**src/rtl/al_serial_alu_ctrl.sv**
```systemverilog
// rtl/al_serial_alu_ctrl.sv - bit-serial add/sub/compare sequencer around one full-adder slice
// Operands stream LSB-first through a single sum/carry slice, one bit per clock.
module al_serial_alu_ctrl #(
    parameter int WIDTH = 16
) (
    input  logic             clk,
    input  logic             rst_n,
    input  logic             in_valid,
    output logic             in_ready,
    input  logic [1:0]       op,
    input  logic             cin,
    input  logic [WIDTH-1:0] a,
    input  logic [WIDTH-1:0] b,
    input  logic             flush,
    output logic             out_valid,
    input  logic             out_ready,
    output logic [WIDTH-1:0] result,
    output logic             cout,
    output logic             le,
    output logic             busy
);

    localparam int             CW   = $clog2(WIDTH);
    localparam logic [CW-1:0]  LAST = CW'(WIDTH - 1);

    localparam logic [1:0] OP_SUB  = 2'b01;
    localparam logic [1:0] OP_ALEB = 2'b10;

    typedef enum logic [1:0] {
        S_IDLE = 2'b00,
        S_RUN  = 2'b01,
        S_DONE = 2'b10
    } state_t;

    state_t           state_q;
    logic [WIDTH-1:0] sa_q;
    logic [WIDTH-1:0] sb_q;
    logic [WIDTH-1:0] res_q;
    logic [CW-1:0]    cnt_q;
    logic [1:0]       op_q;
    logic             c_q;
    logic             cout_q;
    logic             le_q;

    logic             sum_d;
    logic             carry_d;

    // The one shared adder slice.
    assign sum_d   = sa_q[0] ^ sb_q[0] ^ c_q;
    assign carry_d = (sa_q[0] & sb_q[0]) | (sa_q[0] & c_q) | (sb_q[0] & c_q);

    always_ff @(posedge clk or negedge rst_n) begin
        if (!rst_n) begin
            state_q <= S_IDLE;
            sa_q    <= '0;
            sb_q    <= '0;
            res_q   <= '0;
            cnt_q   <= '0;
            op_q    <= 2'b00;
            c_q     <= 1'b0;
            cout_q  <= 1'b0;
            le_q    <= 1'b0;
        end else if (flush) begin
            state_q <= S_IDLE;
            sa_q    <= '0;
            sb_q    <= '0;
            res_q   <= '0;
            cnt_q   <= '0;
            c_q     <= 1'b0;
            cout_q  <= 1'b0;
            le_q    <= 1'b0;
        end else begin
            case (state_q)
                S_IDLE: begin
                    if (in_valid) begin
                        // Subtraction and compare run as x + ~y + 1; compare swaps so carry means a <= b.
                        case (op)
                            OP_SUB: begin
                                c_q  <= 1'b1;
                                sa_q <= a;
                                sb_q <= ~b;
                            end
                            OP_ALEB: begin
                                c_q  <= 1'b1;
                                sa_q <= b;
                                sb_q <= ~a;
                            end
                            default: begin
                                c_q  <= cin;
                                sa_q <= a;
                                sb_q <= b;
                            end
                        endcase
                        op_q    <= op;
                        cnt_q   <= '0;
                        state_q <= S_RUN;
                    end
                end
                S_RUN: begin
                    res_q <= {sum_d, res_q[WIDTH-1:1]};
                    sa_q  <= {1'b0, sa_q[WIDTH-1:1]};
                    sb_q  <= {1'b0, sb_q[WIDTH-1:1]};
                    c_q   <= carry_d;
                    if (cnt_q == LAST) begin
                        cnt_q   <= '0;
                        cout_q  <= carry_d;
                        le_q    <= (op_q == OP_ALEB) ? carry_d : 1'b0;
                        state_q <= S_DONE;
                    end else begin
                        cnt_q <= cnt_q + CW'(1);
                    end
                end
                S_DONE: begin
                    if (out_ready) begin
                        state_q <= S_IDLE;
                    end
                end
                default: state_q <= S_IDLE;
            endcase
        end
    end

    assign in_ready  = (state_q == S_IDLE);
    assign out_valid = (state_q == S_DONE);
    assign busy      = (state_q == S_RUN) || (state_q == S_DONE);
    assign result    = res_q;
    assign cout      = cout_q;
    assign le        = le_q;

endmodule

```
**config.mk**
```make
export PLATFORM = sky130hd
export DESIGN_NAME = al_serial_alu_ctrl
export DESIGN_NICKNAME = d
export VERILOG_FILES = /design/src/rtl/al_serial_alu_ctrl.sv
export SDC_FILE = /design/constraint.sdc
export NUM_CORES = 1
export LEC_CHECK = 0
export BUFFER_PORTS_ARGS = -buffer_cell sky130_fd_sc_hd__buf_2
export CORE_MARGIN = 2
export CORE_UTILIZATION = 42
export DETAILED_ROUTE_END_ITERATION = 10
export PLACE_DENSITY = 0.65
export SYNTH_ARGS = -nofsm -noshare
export SYNTH_HDL_FRONTEND = slang
export SYNTH_SLANG_ARGS = --single-unit
```
**constraint.sdc**
```tcl
create_clock -name clk -period 1.65 [get_ports clk]
set_clock_uncertainty 0.05 [all_clocks]
set_input_delay 0 -clock clk [delete_from_list [all_inputs] [get_ports clk]]
set_output_delay 0 -clock clk [all_outputs]
set_load 0.03 [all_outputs]
```
# Yosys cells after proc, flatten, opt, wreduce, memory -nomap -nowiden
# Index checks and enable logic that the tools add are counted.
[classes]
muxes = 30
n_addsub = 1
n_eq_ne = 9
reduce_logical = 10
n_bitwise = 10
[op_table]
columns = ["operator", "count"]
rows = [
  ["2-to-1 mux 16 bit", 7],
  ["case mux 16 bit (2 select lines)", 3],
  ["NOT 16 bit", 2],
  ["2-to-1 mux 4 bit", 3],
  ["2-to-1 mux 1 bit", 10],
  ["2-to-1 mux 2 bit", 4],
  ["case mux 4 bit (2 select lines)", 1],
  ["== test 2 bit (second input constant)", 3],
  ["!= test 3 x 2 -> 1 bit (second input constant)", 2],
  ["case mux 2 bit (3 select lines)", 1],
  ["AND reduction 3 bit", 2],
  ["adder 4 x 1 -> 4 bit (second input constant)", 1],
  ["== test 2 x 1 -> 1 bit (second input constant)", 2],
  ["== test 4 bit (second input constant)", 1],
  ["AND reduction 2 bit", 2],
  ["nonzero test 2 bit", 2],
  ["AND 1 bit", 3],
  ["!= test 3 bit (second input constant)", 1],
  ["nonzero test 3 bit", 1],
  ["logical NOT 2 bit", 1],
  ["bitwise OR 1 bit", 2],
  ["case mux 1 bit (2 select lines)", 1],
  ["OR reduction 2 bit", 1],
  ["XOR 1 bit", 2],
  ["2 further kinds", 2],
]
[totals]
ff_bits = 59

# Logic depth before layout (Yosys ltp)
# Gate-level depths: netlist (run 1).
[depth]
word_depth = 7
ltp_mapped = 8
ltp_nobuf = 6

# Worst setup path after synthesis (run 1)
# OpenSTA, ideal clock, no wires.
[synth_timing]
path_type = "register to register"
start = "register state_q[0]"
end = "register sb_q[12]"
n_path_buf = 2
t_required_ns = 1.479
setup_slack_ns = -0.253
arrival_ns = 1.732
stages_incl_launch_ff = 8
cell_sequence = "dfrtp_1 > inv_1 > ha_1 > mux2i_1 > nand2b_1 > buf_2 > buf_6 > o22a_1"
[synth_via]
elab_chain_cells = 3
word_cells_on_any_way = 7
classes_between = "eq/ne (2); mux (2); reduce/logical (3)"
[synth_lines]
columns = ["element", "line_no", "source"]
rows = [
  ["start: declaration", "35", "state_t state_q;"],
  ["start signal: assignment", "54", "state_q <= S_IDLE;"],
  ["start signal: assignment", "64", "state_q <= S_IDLE;"],
  ["start signal: assignment", "96", "state_q <= S_RUN;"],
  ["logical NOT 2 bit *", "-", ""],
  ["named net in_ready", "9", "output logic in_ready,"],
  ["case mux 16 bit (2 select lines) (tied with other cells)", "73", "case (state_q)"],
  ["2-to-1 mux 16 bit or AND reduction 2 bit (tied branches)", "-", ""],
  ["end signal: assignment", "81", "sb_q <= ~b;"],
  ["end signal: assignment", "86", "sb_q <= ~a;"],
  ["end signal: assignment", "102", "sb_q <= {1'b0, sb_q[WIDTH-1:1]};"],
  ["end: declaration", "37", "logic [WIDTH-1:0] sb_q;"],
]
# The timed path passes the listed nets; every way through them passes the cells marked *.
# A chain may end at the register's enable or synchronous reset.

# Worst setup path after layout (run 1)
[layout_timing]
start = "register state_q[0]"
end = "register sb_q[13]"
[layout_via]
elab_chain_cells = 3
word_cells_on_any_way = 7
classes_between = "eq/ne (2); mux (2); reduce/logical (3)"
[layout_lines]
columns = ["element", "line_no"]
rows = [
  ["== test 2 x 1 -> 1 bit or logical NOT 2 bit (tied branches)", "73"],
  ["case mux 16 bit (2 select lines) (tied with other cells)", "73"],
  ["2-to-1 mux 16 bit or AND reduction 2 bit (tied branches)", "-"],
]
# Several ways; a longest one is shown, not always the timed one.

==> results.md, run 1 <==
* Outcome: completed
* IO buf count at 60
* Mean post-synth cell area at 9.81 um2
* Vias per inst at 5.34
* Fmax at 617 MHz
* Width of the chip at 95.7 um
* CP Max Fanout at 32
* Pleak at 2.19 nW
* Synth-to-layout area growth at 24.6%
* Worst EP required at 1840 ps
* Number of core rows at 33
* First-pass GRT wire length at 13.8 mm
* Top FF cell, synth: dfrtp_1
* Post-CTS Setup Bufs at 0
* Core box area at 8180 um2
* WS Path Type: flop to flop
* Synthesized flop and latch total at 59
* Reg-to-Reg End: sb_q[13]
* Clock Root Buffer: clkbuf_8
* Worst path slowest cell: dfrtp_1
* Worst skew pair latency at 340 ps
* RSZ-0062 raised after global routing: yes
* Seq/Total Area, Yosys at 0.418
* Initial antenna violation count at 0
* Hold-critical path endpoint: op_q[1]
* Final period util at 0.983
* Gpl congestion at 0.829
* R2R depth at 6
* Max-cap violation count at 0
* Syn_nets at 409
* Largest net degree at the start of global routing at 38
* Setup Viol. Count Final at 0
* First DRT Iteration DRCs at 144
* Netlist cell types at 36
* Initial Utilization at 0.432
* Hpwl dp at 6.00 mm
* Die Span Y at 95.7 um
* Grt ovf at 0
* Drt total wl at 8.37 mm
* Clock slew at reported path FFs at 80 ps
* Deepest clock path buffer count at 2
* Power Dens Cells at 1220 nW/um2
* H-Tree Depth at 3
* Placed Cells at 519
* Synthesis Warnings at 0
* WHS at 40.4 ps
* Worst path top cell family by delay: flip-flops
* Min cycle time layout at 1620 ps
* Final Hold Fails at 0
* Synth Instances at 360
* CP cell instances: inv_2 -> ha_4 -> mux2i_4 -> nand2b_4 -> buf_12 -> o22a_1
* Global Route Usage Sum at 0.196
* RR Startpoint: state_q[0]
* Final nets at 481
* Crit path DAT at 1810 ps
* Clock sink count at 59
* Startpoint Class: flop
* Die Area at 9160 um2
* DR vias at 2893
* DR pass1 iterations at 4
* Fraction of layout cells with a size suffix above 1 at 0.316
* Cts bufs inserted at 9
* Worst min-delay path class: primary input to flop
* Number of synthesized flops with an enable pin at 0
* Slowest stage delay, CP at 430 ps
* Slew Limit Fails at 0
* CTS tree: done
* Post-Layout Cell Count at 542
* Slew HR at 0.630
* # IOs at 61
* Layout fillers at 736
* CP Buf/Inv Count at 2
* Synthesized cell area at 3530 um2
* Worst slew pin tran at 554 ps
* Vias in the first global route at 2863
* Post-synthesis async set-or-reset flop share at 1.00
* ANT cells at 0
* DRC at 0
* Antenna-violating nets left at 0
* Worst Hold Depth at 3
* Critical Path Sink Type: flop
* IR drop worst, VDD at 0.570 mV
* Hold Startpoint: in_valid
* Routed WL per cell at 15.4 um
* Reg2reg setup slack at 30 ps
==> worst max-delay path by stage <==
| stage | startpoint | end | slack, ps | cells past startpoint |
|---|---|---|---|---|
| 5_1_grt | state_q[0] | sb_q[5] | -50 | 6 |
| 6_report | state_q[0] | sb_q[13] | 30 | 6 |
| 4_1_cts | state_q[0] | cnt_q[3] | 7 | 5 |
| 2_1_floorplan | state_q[1] | sb_q[12] | 5 | 7 |
| 3_5_place_dp | state_q[1] | cnt_q[3] | -80 | 5 |
| 3_3_place_gp | op[0] | sb_q[15] | 40 | 7 |
==> routing by layer <==
layer  vias to the layer above  routed length, um  global-route usage
met1                      1411               4050               0.272
met5                         -                  0                   0
met3                        11                232              0.0321
li1                       1416                  -                   -
met4                         0                138              0.0798
met2                        55               3950               0.307
==> metrics by stage <==
step                TNS [ps]  area [um2]  utilization  total power [mW]  setup WS [ps]
finish                     0        4400        0.538              5.38           28.8
global route            -653        4400        0.538              5.68          -47.1
CTS                        0        4360        0.533              5.36           6.55
detailed placement     -78.5        4040        0.494              3.78          -78.5
global placement           0        4040        0.494              3.74           37.0
floorplan                  0        3550            -              3.26           5.31
==> cell type report <==
class                      count  area, um2  area share
multi-input combinational    237       1810       0.412
inverter                      37        139      0.0316
sequential                    59       1480       0.336
tap                          105        131      0.0299
clock inverter                 7        100      0.0227
clock buffer                   9        124      0.0281
timing repair buffer          88        617       0.140
==> registers in the layout, summed over array words and instances (netlist names) <==
| register | count |
|---|---|
| le | 1 |
| c_q | 1 |
| result | 16 |
| cnt_q | 4 |
| state_q | 2 |
| cout | 1 |
| sa_q | 16 |
| sb_q | 16 |
| op_q | 2 |
==> where the power goes <==
part	internal (mW)	leakage, nW	switching, mW
clock	0.860	0.114	0.648
sequential	1.74	0.786	0.184
combinational	0.893	1.29	1.05
total	3.49	2.19	1.88
==> cell families (layout without fill, tap and decap cells) <==
logic type	Yosys count	after routing	synth area share
compound gates	88	88	0.214
fa+ha+maj	9	9	0.0340
buf+inv	65	141	0.0949
flops	59	59	0.418
mux	43	43	0.125
simple gates	96	97	0.114
==> worst min-delay path: stages <==
cell,delay [ps]
buf_2,130
nand3b_1,180
o21ai_0,90
==> cell usage after synthesis, types with 8 or more instances <==
| master | n | area, um2 |
|---|---|---|
| mux2i_1 | 33 | 330 |
| a221oi_2 | 9 | 135 |
| mux2_2 | 9 | 101 |
| o21ai_1 | 18 | 90.1 |
| nor2_1 | 23 | 86.3 |
| o22a_1 | 15 | 131 |
| a21oi_1 | 13 | 65.1 |
| nand2_1 | 56 | 210 |
| dfrtp_1 | 59 | 1480 |
| inv_1 | 37 | 139 |
| buf_2 | 17 | 85.1 |
| ha_1 | 8 | 100 |
| a2111oi_2 | 9 | 135 |
==> what timing repair did <==
action,in CTS,in global routing
gates resized for setup,5,8
pin swaps,0,1
hold buffers,6,0
cloned,0,1
hold endpoints to repair,28,0
endpoints found under the setup margin,18,37
==> cell usage in the layout (no fill, tap or decap), types with 2 or more instances in the layout <==
cell type,n
inv_2,2
a2111oi_0,2
nand2_1,56
o21ai_2,2
buf_2,60
a221oi_1,7
nand3_1,5
buf_4,14
a21oi_1,13
clkbuf_8,9
clkinv_4,3
nor2_1,23
a221oi_2,9
nand2b_1,3
inv_1,35
o21ai_1,16
a21o_1,2
mux2_2,9
bufinv_16,2
o22a_1,15
and3_1,2
mux2i_1,32
a2111oi_2,9
dfrtp_1,59
ha_4,2
buf_12,7
o21ai_0,2
dlygate4sd3_1,6
and2b_4,2
a2111oi_1,5
ha_1,6
Note: power is estimated with default switching activity, not from simulation.
==> run 2: changes to the inputs <==
- BUFFER_PORTS_ARGS: -buffer_cell sky130_fd_sc_hd__buf_2 -> unset
- CORE_UTILIZATION: 42 -> 25
- DONT_BUFFER_PORTS: unset -> 1
- PLACE_DENSITY: 0.65 -> unset
- SLEW_MARGIN: unset -> 20
==> results.md, run 2 (synthesis gave the netlist of run 1 again) <==
* Outcome: finished with violations
* Violations in the final reports: negative setup slack
* Commonest non-fill, non-tap cell in the layout: dfrtp_1
* Cts bufs inserted at 9 (unchanged)
* Width of the chip at 123 um (+28%)
* CP cell instances: inv_2 -> ha_4 -> mux2i_4 -> nand2b_4 -> buf_12 -> o22a_1
* Initial Utilization at 0.255 (-0.177)
* Slowest stage delay, CP at 430 ps (about the same)
* Min cycle time layout at 1660 ps (+35.3 ps)
* Worst setup path startpoint: state_q[0]
* Max-cap violation count at 0 (unchanged)
* Die Area at 15100 um2 (+65%)
* Worst setup margin at -6.40 ps (-35.3 ps)
* WS Path Type: flop to flop
* Clock slew at reported path FFs at 50 ps (-30 ps)
* Hpwl dp at 6.04 mm (+0.70%)
* Slew Limit Fails at 0 (unchanged)
* DR pass1 iterations at 4 (unchanged)
* First DRT Iteration DRCs at 172 (+19%)
* Power, Total at 6.16 mW (+15%)
* Crit path DAT at 1810 ps (about the same)
* Initial antenna violation count at 0 (unchanged)
* Clock Root Buffer: clkbuf_16
* Final period util at 1.00 (+0.0214)
* ANT cells at 0 (unchanged)
* RR Startpoint: state_q[0]
* Worst slew pin tran at 497 ps (-57.7 ps)
* Worst skew pair latency at 330 ps (about the same)
* # IOs at 61 (unchanged)
* Layout fillers at 1350 (+83%)
* Drt total wl at 9.53 mm (+14%)
* Placement Cell Area at 3790 um2 (-6.2%)
* Fmax at 604 MHz (-2.1%)
* Pleak at 2.12 nW (-3.1%)
* Setup Viol. Count Final at 3 (+3)
* IR drop worst, VDD at 0.477 mV (-16%)
* Pre-CTS WS at -16.0 ps (+62.5 ps)
* Largest net degree at the start of global routing at 60 (+58%)
* Startpoint Class: flop
* Routed WL per cell at 16.2 um (+4.7%)
* Number of core rows at 43 (+30%)
* Slew HR at 0.668 (+0.0376)
* DRC at 0 (unchanged)
* Core box area at 13800 um2 (+69%)
* Global Route Usage Sum at 0.133 (-0.0637)
* Deepest clock path buffer count at 2 (unchanged)
* Worst path slowest cell: dfrtp_1
* IO buf count at 0 (-100%)
* CP Max Fanout at 30 (-6.3%)
* Most frequent cells in the layout: 59 x dfrtp_1, 56 x nand2_1, 36 x dlygate4sd3_1, 35 x inv_1, 32 x mux2i_1
* Vias in the first global route at 2998 (+4.7%)
* Antenna-violating nets left at 0 (unchanged)
* CTS tree: done
* Die Span Y at 123 um (+28%)
* Final nets at 453 (-5.8%)
* Vias per inst at 4.84 (-9.3%)
* Fraction of layout cells with a size suffix above 1 at 0.188 (-0.128)
* Critical Path Sink Type: flop
* Final Hold Fails at 0 (unchanged)
* DR vias at 2853 (-1.4%)
* Power Dens Cells at 1320 nW/um2 (+8.0%)
* RSZ-0062 raised after global routing: yes
* Hold Startpoint: flush
* Synth-to-layout area growth at 32.3%
* H-Tree Depth at 3 (unchanged)
* Worst min-delay path class: primary input to flop
* First-pass GRT wire length at 15.4 mm (+12%)
* Clock sink count at 59 (unchanged)
* Fin area at 4670 um2 (+6.2%)
* Grt ovf at 0 (unchanged)
* Worst EP required at 1810 ps (-30 ps)
* Gpl congestion at 0.803 (-3.2%)
* WHS at 6.58 ps (-33.8 ps)
* Reg2reg setup slack at -6 ps (-40 ps)
## run 2: what timing repair did
action                     in CTS  in global routing
setup endpoints to repair      18                 38
gates cloned                    1                  1
hold endpoints to repair      118                  0
buffers inserted                0                  4
hold buffers                   38                  0
pin swaps                       0                  7
resized for setup               6                  8
## run 2: final cells by class
cell class	instances	area, um2	share of cell area
repair buffers	60	688	0.147
clock buffers	11	243	0.0520
multi-input cells	237	1800	0.385
inverters	37	139	0.0297
well taps	180	225	0.0482
clock inverters	5	100	0.0214
flip-flops and latches	59	1480	0.316
## run 2: critical path: cells and delay by family (launching register included)
family          cells  cell delay (ps)
buf+inv             2              270
simple gates        1              100
flops               1              430
compound gates      1              210
fa+ha+maj           1              160
mux                 1              310
## run 2: worst paths after layout
check / cells after the start / to
worst min-delay path: 3 / sa_q[13]
min in group asynchronous: 2 / sa_q[6]
worst max-delay path: 6 / sb_q[4]
worst max register to register: 6 / sb_q[4]
worst min register to register: 2 / sa_q[15]
max in group asynchronous: 2 / result[14]
## run 2: where the power goes
group	switching (mW)	total (mW)	internal, mW	leakage, nW
clock network	0.648	2.16	1.51	0.169
registers	0.222	1.97	1.75	0.786
logic	1.04	2.04	0.992	1.16
total	1.91	6.16	4.25	2.12
## run 2: layer usage
layer | global-route usage | up-vias | wire length, um
met5 | 0 | - | 0
met4 | 0.0560 | 0 | 218
met3 | 0.0395 | 17 | 445
met2 | 0.219 | 58 | 4810
met1 | 0.161 | 1417 | 4050
li1 | - | 1361 | -
## run 2: stage by stage
stage | utilization | cells | setup TNS (ps)
final | 0.338 | 589 | -14.7
after global routing | 0.338 | 589 | -1880
after CTS | 0.333 | 585 | -122
after detailed placement | 0.274 | 530 | -33.3
after global placement | 0.274 | 530 | 0
after floorplan | - | 360 | 0
